--- src/rtl/md_pkg.sv ---
// md_pkg: shared definitions for the md_seq multiply/divide sequencer.
//   - md_op_e   : md_Op encodings (MULTU, DIVU, MULT, DIV, MTHI, MTLO)
//   - md_state_e: sequencer FSM states
//   - MD_ITER   : radix-2 iterations per operation (equals operand width)
//   - STEP_ADD / STEP_SUB: step-unit op codes, same numbering as the ALU
package md_pkg;

  localparam int unsigned MD_WIDTH = 32;
  localparam int unsigned MD_ITER  = 32;
  localparam int unsigned STEP_W   = MD_WIDTH + 1;

  typedef enum logic [2:0] {
    MD_MULTU = 3'd0,
    MD_DIVU  = 3'd1,
    MD_MULT  = 3'd2,
    MD_DIV   = 3'd3,
    MD_MTHI  = 3'd4,
    MD_MTLO  = 3'd5
  } md_op_e;

  typedef enum logic [1:0] {
    IDLE = 2'd0,
    RUN  = 2'd1,
    DONE = 2'd2
  } md_state_e;

  localparam logic [2:0] STEP_ADD = 3'd2;
  localparam logic [2:0] STEP_SUB = 3'd3;

endpackage

--- src/rtl/md_addsub.sv ---
// md_addsub: combinational add/sub step unit shared by the multiply and
// divide iterations of md_seq.
// Ports:
//   a, b  : W-bit operands
//   op    : STEP_ADD (a+b) or STEP_SUB (a-b); any other code adds
//   sum   : W-bit result
//   carry : carry-out for add, borrow-out for subtract (1 = a < b)
module md_addsub
  import md_pkg::*;
#(
  parameter int unsigned W = STEP_W
) (
  input  logic [W-1:0] a,
  input  logic [W-1:0] b,
  input  logic [2:0]   op,
  output logic [W-1:0] sum,
  output logic         carry
);

  logic [W:0] w_res;

  always_comb begin
    if (op == STEP_SUB) begin
      w_res = {1'b0, a} - {1'b0, b};
    end else begin
      w_res = {1'b0, a} + {1'b0, b};
    end
  end

  assign sum   = w_res[W-1:0];
  assign carry = w_res[W];

endmodule

--- src/rtl/md_seq.sv ---
// md_seq: multi-cycle multiply/divide sequencer holding the HI/LO registers.
// Radix-2 iteration (shift-add multiply, restoring divide) over one shared
// md_addsub step unit. Optional signed MULT/DIV: define SIGNED_MD_EN;
// without it ops 2/3 run as MULTU/DIVU.
// Ports:
//   clk, reset        : clock, synchronous active-high reset
//   md_Start, md_Op   : launch request and op code (accepted only in IDLE)
//   md_Data1/md_Data2 : rs / rt operands
//   md_Busy           : high in RUN and DONE (ITER+1 cycles)
//   md_Done           : one-cycle pulse in the cycle HI/LO are written
//   md_HI / md_LO     : architectural HI/LO registers
module md_seq
  import md_pkg::*;
#(
  parameter int unsigned WIDTH = MD_WIDTH,
  parameter int unsigned ITER  = MD_ITER
) (
  input  logic             clk,
  input  logic             reset,
  input  logic             md_Start,
  input  logic [2:0]       md_Op,
  input  logic [WIDTH-1:0] md_Data1,
  input  logic [WIDTH-1:0] md_Data2,
  output logic             md_Busy,
  output logic             md_Done,
  output logic [WIDTH-1:0] md_HI,
  output logic [WIDTH-1:0] md_LO
);

  localparam int unsigned      CW   = $clog2(ITER);
  localparam logic [CW-1:0]    LAST = CW'(ITER - 1);

  md_state_e        r_state;
  md_state_e        w_state_nxt;
  logic             w_accept;

  logic [CW-1:0]    r_cnt;
  logic             r_is_div;
  logic [WIDTH-1:0] r_acc;   // product high half / partial remainder
  logic [WIDTH-1:0] r_q;     // multiplier shifting out / quotient shifting in
  logic [WIDTH-1:0] r_opb;   // multiplicand or divisor
  logic [WIDTH-1:0] r_hi;
  logic [WIDTH-1:0] r_lo;

  logic [WIDTH-1:0] w_absa;
  logic [WIDTH-1:0] w_absb;
  logic [WIDTH-1:0] w_res_hi;
  logic [WIDTH-1:0] w_res_lo;

  logic [WIDTH:0]   w_a;
  logic [WIDTH:0]   w_b;
  logic [2:0]       w_op;
  logic [WIDTH:0]   w_sum;
  logic             w_carry;

  // FSM state register
  always_ff @(posedge clk) begin
    if (reset) begin
      r_state <= IDLE;
    end else begin
      r_state <= w_state_nxt;
    end
  end

  // FSM next state and handshake outputs
  always_comb begin
    w_state_nxt = r_state;
    w_accept    = 1'b0;
    md_Busy     = 1'b0;
    md_Done     = 1'b0;
    case (r_state)
      IDLE: begin
        // ops 0..3 are exactly those with md_Op[2] clear
        if (md_Start && !md_Op[2]) begin
          w_accept    = 1'b1;
          w_state_nxt = RUN;
        end
      end
      RUN: begin
        md_Busy = 1'b1;
        if (r_cnt == LAST) begin
          w_state_nxt = DONE;
        end
      end
      DONE: begin
        md_Busy     = 1'b1;
        md_Done     = 1'b1;
        w_state_nxt = IDLE;
      end
      default: begin
        w_state_nxt = IDLE;
      end
    endcase
  end

`ifdef SIGNED_MD_EN
  logic             w_sop;
  logic             w_na;
  logic             w_nb;
  logic             r_neg_q;   // negate product / quotient
  logic             r_neg_r;   // negate remainder (dividend sign)
  logic [2*WIDTH-1:0] w_prod;
  logic [2*WIDTH-1:0] w_prod_fix;

  assign w_sop  = md_Op[1];
  assign w_na   = w_sop & md_Data1[WIDTH-1];
  assign w_nb   = w_sop & md_Data2[WIDTH-1];
  assign w_absa = w_na ? (~md_Data1 + 1'b1) : md_Data1;
  assign w_absb = w_nb ? (~md_Data2 + 1'b1) : md_Data2;

  assign w_prod     = {r_acc, r_q};
  assign w_prod_fix = r_neg_q ? (~w_prod + 1'b1) : w_prod;

  always_comb begin
    if (r_is_div) begin
      w_res_hi = r_neg_r ? (~r_acc + 1'b1) : r_acc;
      w_res_lo = r_neg_q ? (~r_q + 1'b1) : r_q;
    end else begin
      w_res_hi = w_prod_fix[2*WIDTH-1:WIDTH];
      w_res_lo = w_prod_fix[WIDTH-1:0];
    end
  end

  always_ff @(posedge clk) begin
    if (reset) begin
      r_neg_q <= 1'b0;
      r_neg_r <= 1'b0;
    end else if (w_accept) begin
      r_neg_q <= w_na ^ w_nb;
      r_neg_r <= w_na;
    end
  end
`else
  assign w_absa   = md_Data1;
  assign w_absb   = md_Data2;
  assign w_res_hi = r_acc;
  assign w_res_lo = r_q;
`endif

  // Multiply adds the multiplicand only when the multiplier LSB is set, by
  // zeroing b; divide always trial-subtracts the divisor from the shifted
  // remainder {r_acc, next dividend bit}.
  always_comb begin
    if (r_is_div) begin
      w_a  = {r_acc, r_q[WIDTH-1]};
      w_b  = {1'b0, r_opb};
      w_op = STEP_SUB;
    end else begin
      w_a  = {1'b0, r_acc};
      w_b  = r_q[0] ? {1'b0, r_opb} : '0;
      w_op = STEP_ADD;
    end
  end

  md_addsub #(
    .W (WIDTH + 1)
  ) u_addsub (
    .a     (w_a),
    .b     (w_b),
    .op    (w_op),
    .sum   (w_sum),
    .carry (w_carry)
  );

  // Datapath and HI/LO
  always_ff @(posedge clk) begin
    if (reset) begin
      r_cnt    <= '0;
      r_is_div <= 1'b0;
      r_acc    <= '0;
      r_q      <= '0;
      r_opb    <= '0;
      r_hi     <= '0;
      r_lo     <= '0;
    end else begin
      case (r_state)
        IDLE: begin
          if (w_accept) begin
            r_is_div <= md_Op[0];
            r_acc    <= '0;
            r_cnt    <= '0;
            r_opb    <= md_Op[0] ? w_absb : w_absa;
            r_q      <= md_Op[0] ? w_absa : w_absb;
          end else if (md_Start && (md_Op == MD_MTHI)) begin
            r_hi <= md_Data1;
          end else if (md_Start && (md_Op == MD_MTLO)) begin
            r_lo <= md_Data1;
          end
        end
        RUN: begin
          r_cnt <= r_cnt + 1'b1;
          if (r_is_div) begin
            // borrow clear: keep difference; else restore (shifted value
            // is below the divisor so its top bit is zero)
            r_acc <= w_carry ? w_a[WIDTH-1:0] : w_sum[WIDTH-1:0];
            r_q   <= {r_q[WIDTH-2:0], ~w_carry};
          end else begin
            r_acc <= w_sum[WIDTH:1];
            r_q   <= {w_sum[0], r_q[WIDTH-1:1]};
          end
        end
        DONE: begin
          r_hi <= w_res_hi;
          r_lo <= w_res_lo;
        end
        default: begin
          r_cnt <= '0;
        end
      endcase
    end
  end

  assign md_HI = r_hi;
  assign md_LO = r_lo;

endmodule

--- config.mk ---
export PLATFORM = sky130hd
export DESIGN_NAME = md_seq
export DESIGN_NICKNAME = d
export VERILOG_FILES = /design/src/rtl/md_pkg.sv /design/src/rtl/md_addsub.sv /design/src/rtl/md_seq.sv
export SDC_FILE = /design/constraint.sdc
export NUM_CORES = 1
export LEC_CHECK = 0
export ABC_AREA = 1
export BUFFER_PORTS_ARGS = -buffer_cell sky130_fd_sc_hd__buf_2
export CAP_MARGIN = 20
export CORE_MARGIN = 1.5
export CORE_UTILIZATION = 40
export DETAILED_ROUTE_END_ITERATION = 10
export SYNTH_ARGS = -nofsm -noshare
export SYNTH_HDL_FRONTEND = slang
export SYNTH_SLANG_ARGS = --single-unit
--- constraint.sdc ---
create_clock -name clk -period 7.5 [get_ports clk]
set_input_delay 1.875 -clock clk [delete_from_list [all_inputs] [get_ports clk]]
set_output_delay 1.875 -clock clk [all_outputs]
set_load 0.01 [all_outputs]
==> metrics, run 1 <==
status=completed; Clock Skews=0.0197 ns; first-pass GRT wire length=between 60 and 70 mm; Nets=1954; post-route ant nets=0; r2r startpoint=r_is_div$_SDFFE_PP0P_; CTS buffer count=17; Initial DRT Pass Iterations=6; Worst Path Max Fanout=40; Peak Freq=191 MHz; clk buf depth=2; Unique masters post-synth=53; Post-synth EDFFs=0; Data arrival, critical path=5.51 ns; Chip Height=174 um; sequential share of the synthesized area=28.6%; Hold Path Cell Cnt=2; YS warnings=0; Cells after DPL=about 2200; Resize count post-CTS=0; cts hold-fix bufs=0; placed cell area=12500 um2; Pwr Density=465 nW/um2; Post-synth ARST share=0%; # DRC=0; WP buf/inv=4; Clk pin slew, worst setup/hold paths=0.08 ns; Top FF cell, synth=dfxtp_1; FF-to-FF path depth=23; most frequent cell on the critical path=a21oi_1; Core ar.=28800 um2; die area=30400 um2; total power=6090 uW; min cycle time layout=approximately 5.2 ns; htree depth=4; Peak VDD IR=0.314 mV; final hold viol count=0; Antenna diodes=0; DP HPWL=27.9 mm; Setup violations, final=0; Clk Latency, worst-skew pair=0.44 ns; WP depth=23; slew margin rel.=33.1%; row count=between 60 and 70; buffers added on ports=~140; met3 usage=under 10%; period utilization=69.7%; Slew @ Worst Pin=1.00 ns; gr ovfl total=0; Syn Nets=1900; Startpoint Class=register; # IOs=136; vias per std cell=roughly 5.5; RSZ-0062 raised after global routing=no; Req. time, crit path=7.78 ns; Synth top area share=28.6%; Hold EP=r_cnt[4]$_SDFFE_PP0P_; Worst Hold Class=reg2reg; max-cap viol count=0; area delta synth->final=11.6%; vias in the first global route=11300; Final Slew Violations=0; GR Util met1=32.8%; Worst path top cell family by delay=simple AND/OR/NAND/NOR gates; TritonCTS clock tree=built; fin area=between 10000 and 15000 um2; GRT busiest layer=met2; Leakage=about 0.0057 uW; Avg WL per Cell=17.3 um; reg2reg setup slack=~2.3 ns; HP Start=r_cnt[4]$_SDFFE_PP0P_; via count=12300; TritonCTS Sinks=168; routability cong.=0.932; #FFs+latches synth=168; max incr delay on CP=roughly 0.7 ns; crit-path cells=clkinv_4, nand2_4, nand2_1, ha_1, inv_1, nor2_2, nand2_2, nor2_4, nand3_1, nor2_1, a21oi_1, a21oi_1, xnor2_1, inv_1, ha_1, a21oi_1, inv_1, a21oi_1, nor2_4, nor2_4, nand3_2, o211ai_1, a21oi_1; final WL=38.7 mm; Mapped Area=11700 um2; syn_area_per_cell=6.56 um2; initial antenna violation count=0; die extent in x=around 170 um; largest net degree at the start of global routing=107; Post-Syn Instances=about 1800; kind of critical path=reg2reg; crit path capture type=register; layout cells sized above 1=13.4%; reg2reg end=r_acc[24]$_SDFFE_PP0P_; slowest stage cell, crit path=dfxtp_4; clk root buf=clkbuf_16; Initial Util=between 40% and 50%; number of DRC markers in iteration 0=938; GR met2 Demand/Resource=between 40% and 50%; Synth area leaders=dfxtp_1 29%, nand2_1 11%, o21ai_0 9.8%, inv_1 5.9%, nor2_1 5.7%; postcts setup bufs=0; GRT Overall Usage=25.1%; Yosys top cell by area=dfxtp_1; Post-Layout Cell Count=2242; setup TNS=0 ns; hold slack=0.483 ns
==> state kept, by name (all words and copies together) (netlist names) <==
name	cells
r_is_div	1
r_cnt	5
r_q	32
md_HI	32
r_opb	32
md_LO	32
r_acc	32
r_state	2
==> area by class of cell <==
type / instances / area, um2
fill: 3054 / 15700
multi-input combinational: 1316 / 7140
sequential: 168 / 3370
timing repair buffer: 150 / 811
inverter: 192 / 726
tap: 384 / 480
clock buffer: 18 / 429
clock inverter: 14 / 153
==> synthesized netlist by cell type, types with 2 or more instances <==
master           n
dlygate4sd1_1    2
o21ai_0        230
nand2_2          6
inv_2            4
a21oi_1        106
a21o_1           7
nor3_1           5
buf_1           14
inv_1          185
nand2_1        343
nand4_1         22
nor2_4           7
nor2_1         178
buf_2            2
o211ai_1        12
nand3_2          5
buf_4            4
nor4_1           3
nand3_1         72
xor2_1          27
o21ai_2          9
o211ai_2         5
nor2_2           8
o31ai_1          2
buf_6            9
clkbuf_1        81
clkinv_1         2
a211oi_1        64
a21boi_0         2
o21ai_1          6
a31oi_1        103
dfxtp_1        168
o21bai_1         3
ha_1            38
nand3b_1         8
a21oi_2          9
xnor2_1         23
o21a_1           2
==> cells by family after synthesis <==
family,count (synthesis),share of synthesized area [%]
multiplexers,1,0.0853
XOR/XNOR,50,3.73
adder cells (fa/ha/maj),39,4.22
AND/OR/NAND/NOR,664,24.4
buffers and inverters,307,11.0
AO/OA/AOI/OAI,562,28.0
flip-flops,168,28.6
==> metal layers <==
metal  wire, um  vias to the layer above  share of wire [%]
met5          0                        -                  0
met4        794                        0                2.0
met3       1830                       44                4.7
met2      18600                      383                 48
met1      17500                     5729                 45
li1           -                     6180                  -
==> power breakdown <==
group	switching (uW)	leakage [uW]	total (uW)	internal, uW
Combinational	2620	0.00401	3870	1260
Sequential	207	0.00137	1340	1130
Clock	435	0.000285	882	447
Total	3260	0.00566	6090	2840
==> placed cells by master, fill, tap and decap left out, drive strengths merged <==
| cell | n |
|---|---|
| ha | 38 |
| nor2 | 194 |
| a211oi | 64 |
| o211ai | 17 |
| nor4 | 3 |
| nand2 | 350 |
| mux2i | 1 |
| clkbuf | 18 |
| nor3b | 1 |
| dfxtp | 168 |
| o221ai | 1 |
| o21ai | 245 |
| nand3 | 78 |
| a21oi | 115 |
| fa | 1 |
| nor3 | 5 |
| o31ai | 2 |
| a21boi | 2 |
| or2 | 1 |
| xor2 | 27 |
| buf | 150 |
| inv | 195 |
| nand4 | 23 |
| clkinv | 11 |
| xnor2 | 23 |
| and3 | 1 |
| a31o | 1 |
| nand3b | 8 |
| o21a | 2 |
| a21o | 7 |
| o21bai | 3 |
| a31oi | 103 |
==> worst max path at each step <==
stage,slack [ns],end,from
2_1_floorplan,3.79,r_acc[10]$_SDFFE_PP0P_,r_is_div$_SDFFE_PP0P_
3_3_place_gp,2.48,r_acc[12]$_SDFFE_PP0P_,r_is_div$_SDFFE_PP0P_
3_5_place_dp,2.34,r_acc[24]$_SDFFE_PP0P_,r_is_div$_SDFFE_PP0P_
4_1_cts,2.32,r_acc[10]$_SDFFE_PP0P_,r_is_div$_SDFFE_PP0P_
5_1_grt,1.89,r_acc[24]$_SDFFE_PP0P_,r_is_div$_SDFFE_PP0P_
6_report,2.27,r_acc[24]$_SDFFE_PP0P_,r_is_div$_SDFFE_PP0P_
==> tightest hold or removal path: stages (launching register included) <==
cell	delay (ns)
dfxtp_1	0.32
nand2_1	0.06
a21oi_1	0.06
==> metrics by stage <==
stage	utilization (%)	setup slack, ns
after floorplan	-	3.79
after CTS	45.5	2.32
after global routing	45.5	1.89
after detailed placement	43.5	2.34
final	45.5	2.27
after global placement	43.4	2.48
Note: power is estimated with default switching activity, not from simulation.
==> run 2, diff against run 1 <==
- clock period: 7.5 -> 4.91 ns (I/O delays scaled with it)
==> run 2 against run 1 <==
Via count down 0.59%. Sequential power up 51%. Clock skew down 0.0013 ns. Global-route usage up 0.40 points. Core utilization up 0.38 points. Critical endpoint is now r_acc[12]$_SDFFE_PP0P_. Largest cell class unchanged.
==> metrics, run 2 (synthesis gave the netlist of run 1 again) <==
layout cells sized above 1=approximately 14%; min cycle time layout=4.42 ns; kind of critical path=reg2reg; post-route ant nets=0; WP buf/inv=4; clk buf depth=2; vias in the first global route=11500; Hold Path Cell Cnt=2; Leakage=0.00571 uW; Slew @ Worst Pin=between 0.8 and 0.9 ns; Req. time, crit path=5.21 ns; period utilization=about nine tenths; # fillers=3060; Core ar.=~29000 um2; Pwr Density=715 nW/um2; max incr delay on CP=0.38 ns; Nets=1961; commonest non-fill, non-tap cell in the layout=nand2_1; number of DRC markers in iteration 0=between 1000 and 1500; worst slack at placement=0.300 ns; Startpoint Class=register; CTS buffer count=17; first-pass GRT wire length=a little over 60 mm; crit-path cells=inv_1, nand2_4, nand2_1, ha_1, inv_1, nor2_2, nand2_2, nor2_4, nand3_1, nor2_1, a21oi_1, a21oi_1, o21ai_0, xnor2_1, ha_1, a21oi_1, inv_1, nand3_1, nand3_1, nor2_4, nand3_4, buf_4, o211ai_1, a21oi_1; Clk pin slew, worst setup/hold paths=0.08 ns; Reg area=between 3000 and 4000 um2; buffers added on ports=135; Data arrival, critical path=4.72 ns; area of the multi-input gates=7140 um2; final hold viol count=0; Worst path top cell family by delay=simple AND/OR/NAND/NOR gates; Final Slew Violations=0; area delta synth->final=12.5%; reg2reg setup slack=0.49 ns; TritonCTS clock tree=built; GRT Overall Usage=between 20% and 30%; TritonCTS Sinks=168; setup TNS=0 ns; row count=62; Initial Util=40.8%; Peak Freq=226 MHz; status=completed; largest net degree at the start of global routing=approximately 140; # DRC=0; most frequent cell on the critical path=a21oi_1; reg2reg end=r_acc[12]$_SDFFE_PP0P_; slew margin rel.=between 40% and 50%; Setup violations, final=0; initial antenna violation count=0; Final WS setup=between 0.4 and 0.5 ns; crit path capture type=register; slowest stage cell, crit path=dfxtp_1; Antenna diodes=0; FF-to-FF path depth=24; clk root buf=clkbuf_16; vias per std cell=5.45; Avg WL per Cell=17.2 um; die extent in x=174 um; Clk Latency, worst-skew pair=0.44 ns; Worst Hold Class=reg2reg; htree depth=4; die area=between 30000 and 40000 um2; Initial DRT Pass Iterations=5; RSZ-0062 raised after global routing=no; # IOs=136; max-cap viol count=0; most frequent cells in the layout=343 x nand2_1, 229 x o21ai_0, 184 x inv_1, 177 x nor2_1, 167 x dfxtp_1; cts hold-fix bufs=0; Clock Skews=0.0184 ns; routability cong.=0.951; HP Start=r_cnt[4]$_SDFFE_PP0P_; Chip Height=174 um; Worst Path Max Fanout=15; final WL=38.8 mm; DP HPWL=27.8 mm; gr ovfl total=0; Peak VDD IR=0.339 mV; Hold EP=r_cnt[4]$_SDFFE_PP0P_; r2r startpoint=r_q[0]$_SDFFE_PP0P_; via count=12300
-- run 2: changes by cell type in the layout (fill, tap and decap cells not counted) --
cell | previous run | this run
clkinvlp_4 | 0 | 2
clkinv_4 | 7 | 3
clkinv_8 | 2 | 3
buf_4 | 15 | 19
clkbuf_8 | 0 | 1
clkbuf_1 | 1 | 0
nand3_4 | 1 | 2
buf_12 | 0 | 3
inv_8 | 6 | 5
inv_6 | 0 | 2
nand3_2 | 6 | 5
-- run 2: worst reg2reg max path: stages (launching register included) --
cell,delay (ns)
dfxtp_1,0.38
inv_1,0.14
nand2_4,0.13
nand2_1,0.14
ha_1,0.18
inv_1,0.05
nor2_2,0.14
nand2_2,0.11
nor2_4,0.09
nand3_1,0.09
nor2_1,0.20
a21oi_1,0.14
a21oi_1,0.23
o21ai_0,0.15
xnor2_1,0.24
ha_1,0.31
a21oi_1,0.21
inv_1,0.06
nand3_1,0.09
nand3_1,0.11
nor2_4,0.24
nand3_4,0.32
buf_4,0.29
o211ai_1,0.17
a21oi_1,0.08
-- run 2: routing by layer --
metal  track usage [%]  share of wire (%)  vias to the layer above
met3              2.91                4.5                       59
met5                 0                  0                        -
met1              32.6                 45                     5687
met4              8.66                2.9                        0
li1                  -                  -                     6192
met2              44.2                 48                      325
-- run 2: area by class of cell --
type / count / area share [%]
clock buffers: 18 / 3.32
well taps: 384 / 3.64
clock inverters: 14 / 1.17
inverters: 192 / 5.49
repair buffers: 157 / 6.82
flip-flops and latches: 168 / 25.5
multi-input cells: 1316 / 54.1
-- run 2: worst max-delay path by stage --
stage | start | endpoint | slack, ns | cells past startpoint
2_1_floorplan | r_is_div$_SDFFE_PP0P_ | r_acc[10]$_SDFFE_PP0P_ | 1.20 | 27
3_3_place_gp | r_q[0]$_SDFFE_PP0P_ | r_acc[10]$_SDFFE_PP0P_ | 0.45 | 24
3_5_place_dp | r_q[0]$_SDFFE_PP0P_ | r_acc[12]$_SDFFE_PP0P_ | 0.30 | 24
4_1_cts | r_q[0]$_SDFFE_PP0P_ | r_acc[12]$_SDFFE_PP0P_ | 0.29 | 24
5_1_grt | r_q[0]$_SDFFE_PP0P_ | r_acc[12]$_SDFFE_PP0P_ | 0.05 | 24
6_report | r_q[0]$_SDFFE_PP0P_ | r_acc[12]$_SDFFE_PP0P_ | 0.49 | 24
-- run 2: stage by stage --
stage	total power (uW)	area, um2	cells	hold WS (ns)	util [%]
after floorplan	6400	11700	1791	0.441	-
after global placement	7950	12600	2216	0.456	43.7
after detailed placement	8010	12600	2217	0.462	43.8
after CTS	9430	13200	2249	0.476	45.9
after global routing	10300	13200	2249	0.506	45.9
final	9450	13200	2249	0.477	45.9
-- run 2: where the power goes --
| group | switching [uW] | internal (uW) | total [uW] |
|---|---|---|---|
| logic | 4050 | 1980 | 6030 |
| clock network | 687 | 697 | 1380 |
| registers | 307 | 1730 | 2030 |
-- run 2: repair_timing --
| item | in CTS | in global routing |
|---|---|---|
| endpoints found under the setup margin | 0 | 8 |
| resized for setup | 0 | 1 |
| setup buffers | 0 | 0 |
